$ cat config.mk
export PLATFORM = sky130hd
export DESIGN_NAME = alu_writeback
export DESIGN_NICKNAME = d
export VERILOG_FILES = /design/src/rtl/alu_writeback.sv
export SDC_FILE = /design/constraint.sdc
export NUM_CORES = 1
export LEC_CHECK = 0
export BUFFER_PORTS_ARGS = -buffer_cell sky130_fd_sc_hd__buf_2
export CORE_UTILIZATION = 42
export DETAILED_ROUTE_END_ITERATION = 10
export HOLD_SLACK_MARGIN = 0.15
export MAX_ROUTING_LAYER = met4
export PLACE_DENSITY = 0.87
export SETUP_SLACK_MARGIN = 0.3
export SYNTH_ARGS = -nofsm -noshare
export SYNTH_HDL_FRONTEND = slang
export SYNTH_SLANG_ARGS = --single-unit
$ cat constraint.sdc
create_clock -name clk -period 1.8 [get_ports clk]
set_input_delay 0.09 -clock clk [delete_from_list [all_inputs] [get_ports clk]]
set_output_delay 0.09 -clock clk [all_outputs]
set_load 0.01 [all_outputs]
$ cat src/rtl/alu_writeback.sv
// Writeback/flag stage behind the ALU: registers results, owns C/V/Z/S, stretches multi-cycle ops.
// Optional operand-forwarding outputs are enabled with `define WB_BYPASS_EN.
module alu_writeback #(
   parameter int unsigned MCP_CYCLES = 2,
   parameter int unsigned RADDR_W    = 4
) (
   input  logic               clk,
   input  logic               reset_b,
   input  logic               in_valid,
   output logic               in_ready,
   input  logic [5:0]         opcode,
   input  logic [RADDR_W-1:0] rdest,
   input  logic [31:0]        alu_dout,
   input  logic               alu_cout,
   input  logic               alu_vout,
   input  logic               alu_qnzout,
   input  logic               alu_mcp,
   output logic               wr_en,
   output logic [RADDR_W-1:0] wr_addr,
   output logic [31:0]        wr_data,
   output logic               flag_c,
   output logic               flag_v,
   output logic               flag_z,
   output logic               flag_s,
   output logic               djnz_taken,
   output logic               byp_valid,
   output logic [RADDR_W-1:0] byp_addr,
   output logic [31:0]        byp_data
);

   // Opcode encodings shared with the ALU.
   localparam logic [5:0] OpMov   = 6'h00;
   localparam logic [5:0] OpLmov  = 6'h01;
   localparam logic [5:0] OpLmovt = 6'h02;
   localparam logic [5:0] OpAdd   = 6'h04;
   localparam logic [5:0] OpSub   = 6'h05;
   localparam logic [5:0] OpCmp   = 6'h06;
   localparam logic [5:0] OpNeg   = 6'h07;
   localparam logic [5:0] OpMul   = 6'h08;
   localparam logic [5:0] OpAnd   = 6'h0C;
   localparam logic [5:0] OpOr    = 6'h0D;
   localparam logic [5:0] OpXor   = 6'h0E;
   localparam logic [5:0] OpAsl   = 6'h10;
   localparam logic [5:0] OpAsr   = 6'h11;
   localparam logic [5:0] OpLsr   = 6'h12;
   localparam logic [5:0] OpRol   = 6'h13;
   localparam logic [5:0] OpRor   = 6'h14;
   localparam logic [5:0] OpBtst  = 6'h18;
   localparam logic [5:0] OpBset  = 6'h19;
   localparam logic [5:0] OpBclr  = 6'h1A;
   localparam logic [5:0] OpDjnz  = 6'h20;

   localparam int unsigned CntW = (MCP_CYCLES > 2) ? $clog2(MCP_CYCLES) : 1;
   localparam logic [CntW-1:0] CntLoad = CntW'(MCP_CYCLES - 2);

   typedef enum logic [0:0] {StIdle, StMcpWait} state_e;

   state_e              state_q, state_d;
   logic [CntW-1:0]     cnt_q, cnt_d;
   logic                wr_en_q, wr_en_d;
   logic [RADDR_W-1:0]  wr_addr_q, wr_addr_d;
   logic [31:0]         wr_data_q, wr_data_d;
   logic                flag_c_q, flag_c_d, flag_v_q, flag_v_d;
   logic                flag_z_q, flag_z_d, flag_s_q, flag_s_d;
   logic                djnz_q, djnz_d;
   logic                capture;
   logic                flag_op;
   logic                no_write_op;

   always_comb begin
      state_d = state_q;
      cnt_d   = cnt_q;
      capture = 1'b0;
      unique case (state_q)
         StIdle: begin
            if (in_valid) begin
               if (alu_mcp) begin
                  cnt_d   = CntLoad;
                  state_d = StMcpWait;
               end else begin
                  capture = 1'b1;
               end
            end
         end
         StMcpWait: begin
            // in_valid is not consulted here: issue holds the op until we return to idle.
            if (cnt_q == '0) begin
               capture = 1'b1;
               state_d = StIdle;
            end else begin
               cnt_d = cnt_q - 1'b1;
            end
         end
         default: state_d = StIdle;
      endcase
   end

   always_comb begin
      flag_op     = 1'b0;
      no_write_op = 1'b0;
      case (opcode)
         OpAdd, OpSub, OpNeg, OpMul, OpAnd, OpOr, OpXor,
         OpAsl, OpAsr, OpLsr, OpRol, OpRor:            flag_op = 1'b1;
         OpCmp, OpBtst: begin
            flag_op     = 1'b1;
            no_write_op = 1'b1;
         end
         OpMov, OpLmov, OpLmovt, OpBset, OpBclr, OpDjnz: flag_op = 1'b0;
         default:                                        flag_op = 1'b0;
      endcase
   end

   always_comb begin
      wr_en_d   = capture && !no_write_op;
      wr_addr_d = capture ? rdest : wr_addr_q;
      wr_data_d = capture ? alu_dout : wr_data_q;
      djnz_d    = capture && (opcode == OpDjnz) && alu_qnzout;
      flag_c_d  = flag_c_q;
      flag_v_d  = flag_v_q;
      flag_z_d  = flag_z_q;
      flag_s_d  = flag_s_q;
      if (capture && flag_op) begin
         flag_c_d = alu_cout;
         flag_v_d = alu_vout;
         flag_z_d = (alu_dout == 32'h0);
         flag_s_d = alu_dout[31];
      end
   end

   always_ff @(posedge clk or negedge reset_b) begin
      if (!reset_b) begin
         state_q   <= StIdle;
         cnt_q     <= '0;
         wr_en_q   <= 1'b0;
         wr_addr_q <= '0;
         wr_data_q <= '0;
         flag_c_q  <= 1'b0;
         flag_v_q  <= 1'b0;
         flag_z_q  <= 1'b0;
         flag_s_q  <= 1'b0;
         djnz_q    <= 1'b0;
      end else begin
         state_q   <= state_d;
         cnt_q     <= cnt_d;
         wr_en_q   <= wr_en_d;
         wr_addr_q <= wr_addr_d;
         wr_data_q <= wr_data_d;
         flag_c_q  <= flag_c_d;
         flag_v_q  <= flag_v_d;
         flag_z_q  <= flag_z_d;
         flag_s_q  <= flag_s_d;
         djnz_q    <= djnz_d;
      end
   end

   assign in_ready   = reset_b && (state_q == StIdle);
   assign wr_en      = wr_en_q;
   assign wr_addr    = wr_addr_q;
   assign wr_data    = wr_data_q;
   assign flag_c     = flag_c_q;
   assign flag_v     = flag_v_q;
   assign flag_z     = flag_z_q;
   assign flag_s     = flag_s_q;
   assign djnz_taken = djnz_q;

`ifdef WB_BYPASS_EN
   assign byp_valid = wr_en_q;
   assign byp_addr  = wr_addr_q;
   assign byp_data  = wr_data_q;
`else
   assign byp_valid = 1'b0;
   assign byp_addr  = '0;
   assign byp_data  = '0;
`endif

endmodule

==> out/metrics.yaml, run 1 <==
worst_setup_path:
  crit_chain: "a21oi_4, a2111oi_4, mux2_2"
  slowest_delay_ps: 440
  cp.buffers_inverters: 0
  endpoint_kind: "flop"
  cp_top_family: "compound AO/OA/AOI/OAI gates"
  critical_path_required_ps: 1970
  cpMaxStageDelayCell: "a2111oi_4"
  arrival_ps: 1620
  crit_cells: 3
  start_kind: "flop"
  path_max_fanout: 5
  reg2regPathDepth: 3
  critPathKind: "flop to flop"
sta:
  worst_clock_skew_ps: 3.101
  setup_slack_ps: 351.1
  hold_violations: 0
  setup_viol: 0
  tns_ps: 0
  fin_crit_sh: 0.8049
  holdWs_ps: 126.8
  tightest_slew_ps: 526.5
  period_minus_slack_ps: 1449
  timing.fmax_mhz: 690.2
  slew_headroom: 0.6490
  grt_setup_unrepaired: "false"
  drv_slew: 0
worst_hold_path:
  worst_hold_path.num_cells: 4
  min_path_type: "primary input to flop"
die:
  core_sq_um: 4504
  die_w_microns: 71.58
  fp-row-count: 24
  die_y_microns: 71.58
  die-area_sq_um: 5123
  start_util: 0.4514
  io_pins: 129
clock_tree:
  cts_buffers: 5
  clk_pin_slew_worst_paths_ps: 80
  insertion_delay_ps: 280
  cts_tree: "built"
  cts_sinks: 43
  clk_path_buf_depth: 2
  cts.htree.levels: 2
  clockRootBuffer: "clkbuf_8"
global_route:
  grt_usage: 0.2136
  first_global_vias: 1722
  antenna_found_initial: 0
  grt_max_degree: 44
  gr-total-overflow: 0
  grt_pass1_wl_mm: 7.962
synthesis:
  synth_area_leaders: "dfrtp_1 53%, mux2_2 22%, buf_4 15%, nor4_1 2.8%, a2111oi_4 1.4%"
  ys_seq_elements: 43
  ys_async_sr_fraction: 1.000
  synth_cell_type_count: 17
  syn_inst: 158
  yosys_most_used_dff: "dfrtp_1"
  synthesis.area_sq_um: 2033
  yosysTopAreaCell: "dfrtp_1"
  synth_edf_count: 0
  synthTopCellsByCount: "43 x dfrtp_1, 40 x buf_4, 40 x mux2_2"
  synth.top_cell.area_share: 0.5292
  yosysWarnings: 0
  yosysMostFrequentCell: "dfrtp_1"
  seq_area_frac_synth: 0.5292
  syn_avg_cell_area_sq_um: 12.87
cells_and_area:
  drive_gt1_frac: 0.4803
  utilization: 0.6672
  n_antenna_cell: 0
  area_delta_synth_final_pct: 47.82
  fin_nets: 352
  postLayoutCellArea_sq_um: 3005
  layoutNonFillerInstCount: 356
drt:
  drt-pass1-iter-count: 4
  ant_nets: 0
  drt_iter0_drc: 58
  vias_per_cell: 4.584
  vias: 1632
  avgRoutedWirePerCell_microns: 13.87
  drc: 0
  routed_wirelength_mm: 4.937
placement:
  dp_hpwl_mm: 3.216
  dp_slack_ps: 269.3
  dp.cells: 299
  finalWeightedCongestion: 0.7421
  post_dp_cell_area_sq_um: 2430
  io_buffers: 91
run:
  maxCapViolCount: 0
power:
  power_mw: 2.405
  power_density_nw_per_um2: 800.3
  p_leak_nw: 1.476
  ir_drop_mv: 0.4350
status:
  outcome: "complete, no violations"
[registers in the layout, summed over array words and instances, names as in the netlist]
name and flops:
wr_en 1, wr_addr 4, flag_s 1, flag_c 1
wr_data 32, state_q 1, flag_z 1, flag_v 1
djnz_taken 1
[layout make-up]
type,count,area (sq um)
fillers,359,1499
flip-flops and latches,43,1076
repair buffers,143,975.9
multi-input cells,107,795.8
clock buffers,7,76.32
well taps,52,65.06
inverters,3,11.26
clock inverters,1,5.005
[repair_timing]
action                                  CTS  global route
setup buffers                             2             0
resized for setup                         0             2
hold buffers                             48             0
gates cloned                              0             0
hold endpoints to repair                 85             0
endpoints found under the setup margin   31             1
[cells in the final DEF (no fill, tap or decap)]
master | netlist | routed
buf_4 | 40 | 4
a21oi_4 | 0 | 1
inv_1 | 3 | 3
nand4_1 | 2 | 2
clkbuf_1 | 0 | 2
nor2_1 | 6 | 5
dlygate4sd3_1 | 0 | 47
mux2i_1 | 1 | 1
buf_12 | 0 | 1
clkinv_2 | 0 | 1
nand3_1 | 2 | 2
nor4_2 | 0 | 1
clkbuf_8 | 0 | 5
nand2_1 | 3 | 3
nor2_2 | 0 | 1
a211oi_1 | 2 | 2
nor4_1 | 9 | 8
conb_1 | 1 | 37
a21oi_1 | 2 | 1
buf_2 | 1 | 91
nor2b_1 | 1 | 1
a2111oi_4 | 1 | 1
o21ai_0 | 1 | 1
mux2_2 | 40 | 40
dfrtp_1 | 43 | 43
[per-layer routing]
layer,GRT usage,share of wire,vias to the layer above
met5,-,0,-
met4,0.07843,0.019,0
met3,0.04923,0.049,8
met2,0.3884,0.56,77
met1,0.2263,0.37,784
li1,-,-,763
[tightest hold or removal path, stage by stage]
cell and delay [ps]:
buf_2 130, nor2_2 50, nand2_1 70, nor4_2 40
[path summary, 6_finish.rpt]
| kind | slack [ps] | end | startpoint |
|---|---|---|---|
| max reg2reg | 350 | flag_c$_DFFE_PN0P_ | state_q$_DFF_PN0_ |
| max in group asynchronous | 990 | wr_addr[3]$_DFFE_PN0P_ | reset_b |
| min in group asynchronous | 450 | wr_data[27]$_DFFE_PN0P_ | reset_b |
| min | 130 | djnz_taken$_DFF_PN0_ | opcode[3] |
| max | 350 | flag_c$_DFFE_PN0P_ | state_q$_DFF_PN0_ |
| min reg2reg | 500 | wr_addr[1]$_DFFE_PN0P_ | wr_addr[1]$_DFFE_PN0P_ |
[power by group]
part           internal, mW  leakage, nW  switching, mW
Clock                 0.272       0.0422          0.302
Sequential             1.11        0.510         0.0707
Combinational         0.346        0.924          0.307
[cells by family (layout without fill, tap and decap cells)]
logic type,count (synthesis),in the layout,share of synthesized area
buffers and inverters,44,154,0.1557
flip-flops,43,43,0.5292
other,1,37,0.001844
multiplexers,41,41,0.2265
AO/OA/AOI/OAI,6,6,0.02831
AND/OR/NAND/NOR,23,23,0.05846
(Power assumes the default switching activity.)
==> run 2: changes to the inputs <==
- CORE_UTILIZATION: 42 -> 38
- PLACE_DENSITY: 0.87 -> 0.84
- clock period: 1.8 -> 1.25 ns (I/O delays scaled with it)
==> run 2 against run 1 <==
The flow now finishes with violations (setup timing). Cell area is 9.5% higher. Sequential power grew 45%. Routed wire length rose by 8.3%. Hold slack got worse by 30 ps. Clock power up 77%. Fmax increased by 4.6%. Sequential share of layout area fell by 3.1 points. Clock-buffer cell count decreased by 1. Non-clock buffer count grew 11. Highest routed layer unchanged. Clock skew increased by 1.7 ps. Setup slack got worse by 490 ps. Global-route usage decreased by 1.2 points.
==> out/metrics.yaml, run 2 (synthesis results as in run 1) <==
status:
  outcome: "finished, violations left"
  violations: "setup timing"
die:
  die-area_sq_um: 5647
  fp-row-count: 26
  core_sq_um: 5140
  die_y_microns: 75.15
  start_util: 0.3956
  die_w_microns: 75.15
  io_pins: 129
clock_tree:
  postCtsHoldBufs: 44
  cts.htree.levels: 2
  cts_tree: "built"
  insertion_delay_ps: 290
  clk_path_buf_depth: 2
  clk_pin_slew_worst_paths_ps: 80
  clockRootBuffer: "clkbuf_8"
  cts_sinks: 43
  cts_buffers: 5
cells_and_area:
  layoutNonFillerInstCount: 384
  layout_common_cells: "91 x buf_2, 44 x dlygate4sd3_1, 43 x dfrtp_1, 37 x conb_1, 33 x mux2_4"
  fin_nets: 363
  final_common_cell: "buf_2"
  n_antenna_cell: 0
  area_delta_synth_final_pct: 61.78
  utilization: 0.6400
  largest_register_ffs: 32
  postLayoutCellArea_sq_um: 3289
  drive_gt1_frac: 0.5032
power:
  netSwitchingFraction: 0.2687
  switchingPower_mw: 1.038
  p_leak_nw: 1.702
  power.share.clock: 0.265
  p_comb_frac: 0.292
  power_density_nw_per_um2: 1174
  ir_drop_mv: 0.5374
  p_int_mw: 2.825
  seqPwrFrac: 0.443
worst_setup_path:
  cpMaxStageDelayCell: "dfrtp_1"
  reg2regPathDepth: 5
  arrival_ps: 1560
  endpoint_kind: "flop"
  path_max_fanout: 4
  slowest_delay_ps: 410
  rr_startpoint: "state_q$_DFF_PN0_"
  critical_path_required_ps: 1420
  cp.buffers_inverters: 2
  start_kind: "flop"
  rrSetupSlack_ps: -140
  cp_top_family: "flip-flops"
  worstReg2RegEnd: "flag_s$_DFFE_PN0P_"
  crit_chain: "a21oi_4, buf_6, a2111oi_4, buf_4, mux2_4"
  critPathKind: "flop to flop"
placement:
  post_dp_cell_area_sq_um: 2644
  dp_hpwl_mm: 3.412
  io_buffers: 91
  finalWeightedCongestion: 0.7321
  dp.cells: 328
worst_hold_path:
  min_path_type: "primary input to flop"
  worst_hold_path.num_cells: 4
  min_from: "opcode[3]"
  hold_path_end: "djnz_taken$_DFF_PN0_"
drt:
  drc: 0
  ant_nets: 0
  drt_iter0_drc: 31
  drt-pass1-iter-count: 4
  vias_per_cell: 4.432
  routed_wirelength_mm: 5.347
  vias: 1702
  avgRoutedWirePerCell_microns: 13.92
global_route:
  gr-total-overflow: 0
  antenna_found_initial: 0
  grt_pass1_wl_mm: 7.859
  grt_max_degree: 25
  grt_usage: 0.2016
  first_global_vias: 1656
sta:
  period_minus_slack_ps: 1385
  timing.fmax_mhz: 721.9
  setup_slack_ps: -135.2
  worst_clock_skew_ps: 4.819
  hold_violations: 0
  drv_slew: 0
  setup_viol: 41
  fin_crit_sh: 1.108
  grt_setup_unrepaired: "true"
run:
  maxCapViolCount: 0
run 2: cell count changes in the layout (fill, tap and decap cells not counted):
cell / delta
mux2_2: -33
clkinv_2: -1
nor4_2: -1
buf_6: +8
nor2_2: -1
nor2_1: +1
buf_16: +1
buf_4: +5
dlygate4sd3_1: -3
bufinv_16: +1
mux2_4: +33
nor4_1: +1
clkbuf_1: -1
run 2: tightest hold or removal path: cells and delay by family:
family | cells | cell delay (ps)
and+or+nand+nor | 3 | 160
buffers and inverters | 1 | 130
run 2: power groups by stage:
stage	Sequential [mW]	Clock [mW]	Combinational [mW]
after detailed placement	1.73	0	0.954
after global routing	1.74	1.10	1.21
after global placement	1.72	0	0.924
final	1.71	1.02	1.13
after floorplan	1.82	0	0.526
after CTS	1.71	1.05	1.11
run 2: layout make-up:
cell class | instances | area [sq um]
Sequential cell | 43 | 1076
Fill cell | 414 | 1851
Tap cell | 70 | 87.58
Clock inverter | 1 | 30.03
Timing Repair Buffer | 154 | 1101
Multi-Input combinational cell | 107 | 910.9
Clock buffer | 6 | 72.57
Inverter | 3 | 11.26
run 2: how the worst max path moves through the flow:
stage | from | end | depth (start not counted)
6_report | state_q$_DFF_PN0_ | flag_s$_DFFE_PN0P_ | 5
5_1_grt | state_q$_DFF_PN0_ | flag_s$_DFFE_PN0P_ | 5
4_1_cts | state_q$_DFF_PN0_ | flag_s$_DFFE_PN0P_ | 5
3_5_place_dp | opcode[1] | flag_c$_DFFE_PN0P_ | 5
3_3_place_gp | opcode[1] | flag_z$_DFFE_PN0P_ | 5
2_1_floorplan | state_q$_DFF_PN0_ | wr_data[10]$_DFFE_PN0P_ | 4
run 2: per-stage QoR:
step                      TNS (ps)  total power [mW]  hold slack [ps]  worst slack, ps
after detailed placement     -4470             2.682            104.7           -223.4
after global routing         -4636             4.053            118.9           -182.2
after global placement       -3492             2.646            99.76           -163.0
final                        -3377             3.863            96.79           -135.2
after floorplan              -1339             2.348           -233.1           -68.41
after CTS                    -2579             3.872            83.09           -105.6
run 2: timing repair:
item                       4_1_cts  5_1_grt
buffers inserted                 3        1
gates resized for setup         12        1
cloned                           1        0
pin swaps                        1        0
setup endpoints to repair       43       43
hold endpoints to repair        85        1
run 2: routing by layer:
| layer | track usage | part of all wire |
|---|---|---|
| met1 | 0.2118 | 0.41 |
| met2 | 0.3764 | 0.53 |
| met3 | 0.04685 | 0.056 |
| met4 | 0.05556 | 0.0073 |
| met5 | - | 0 |
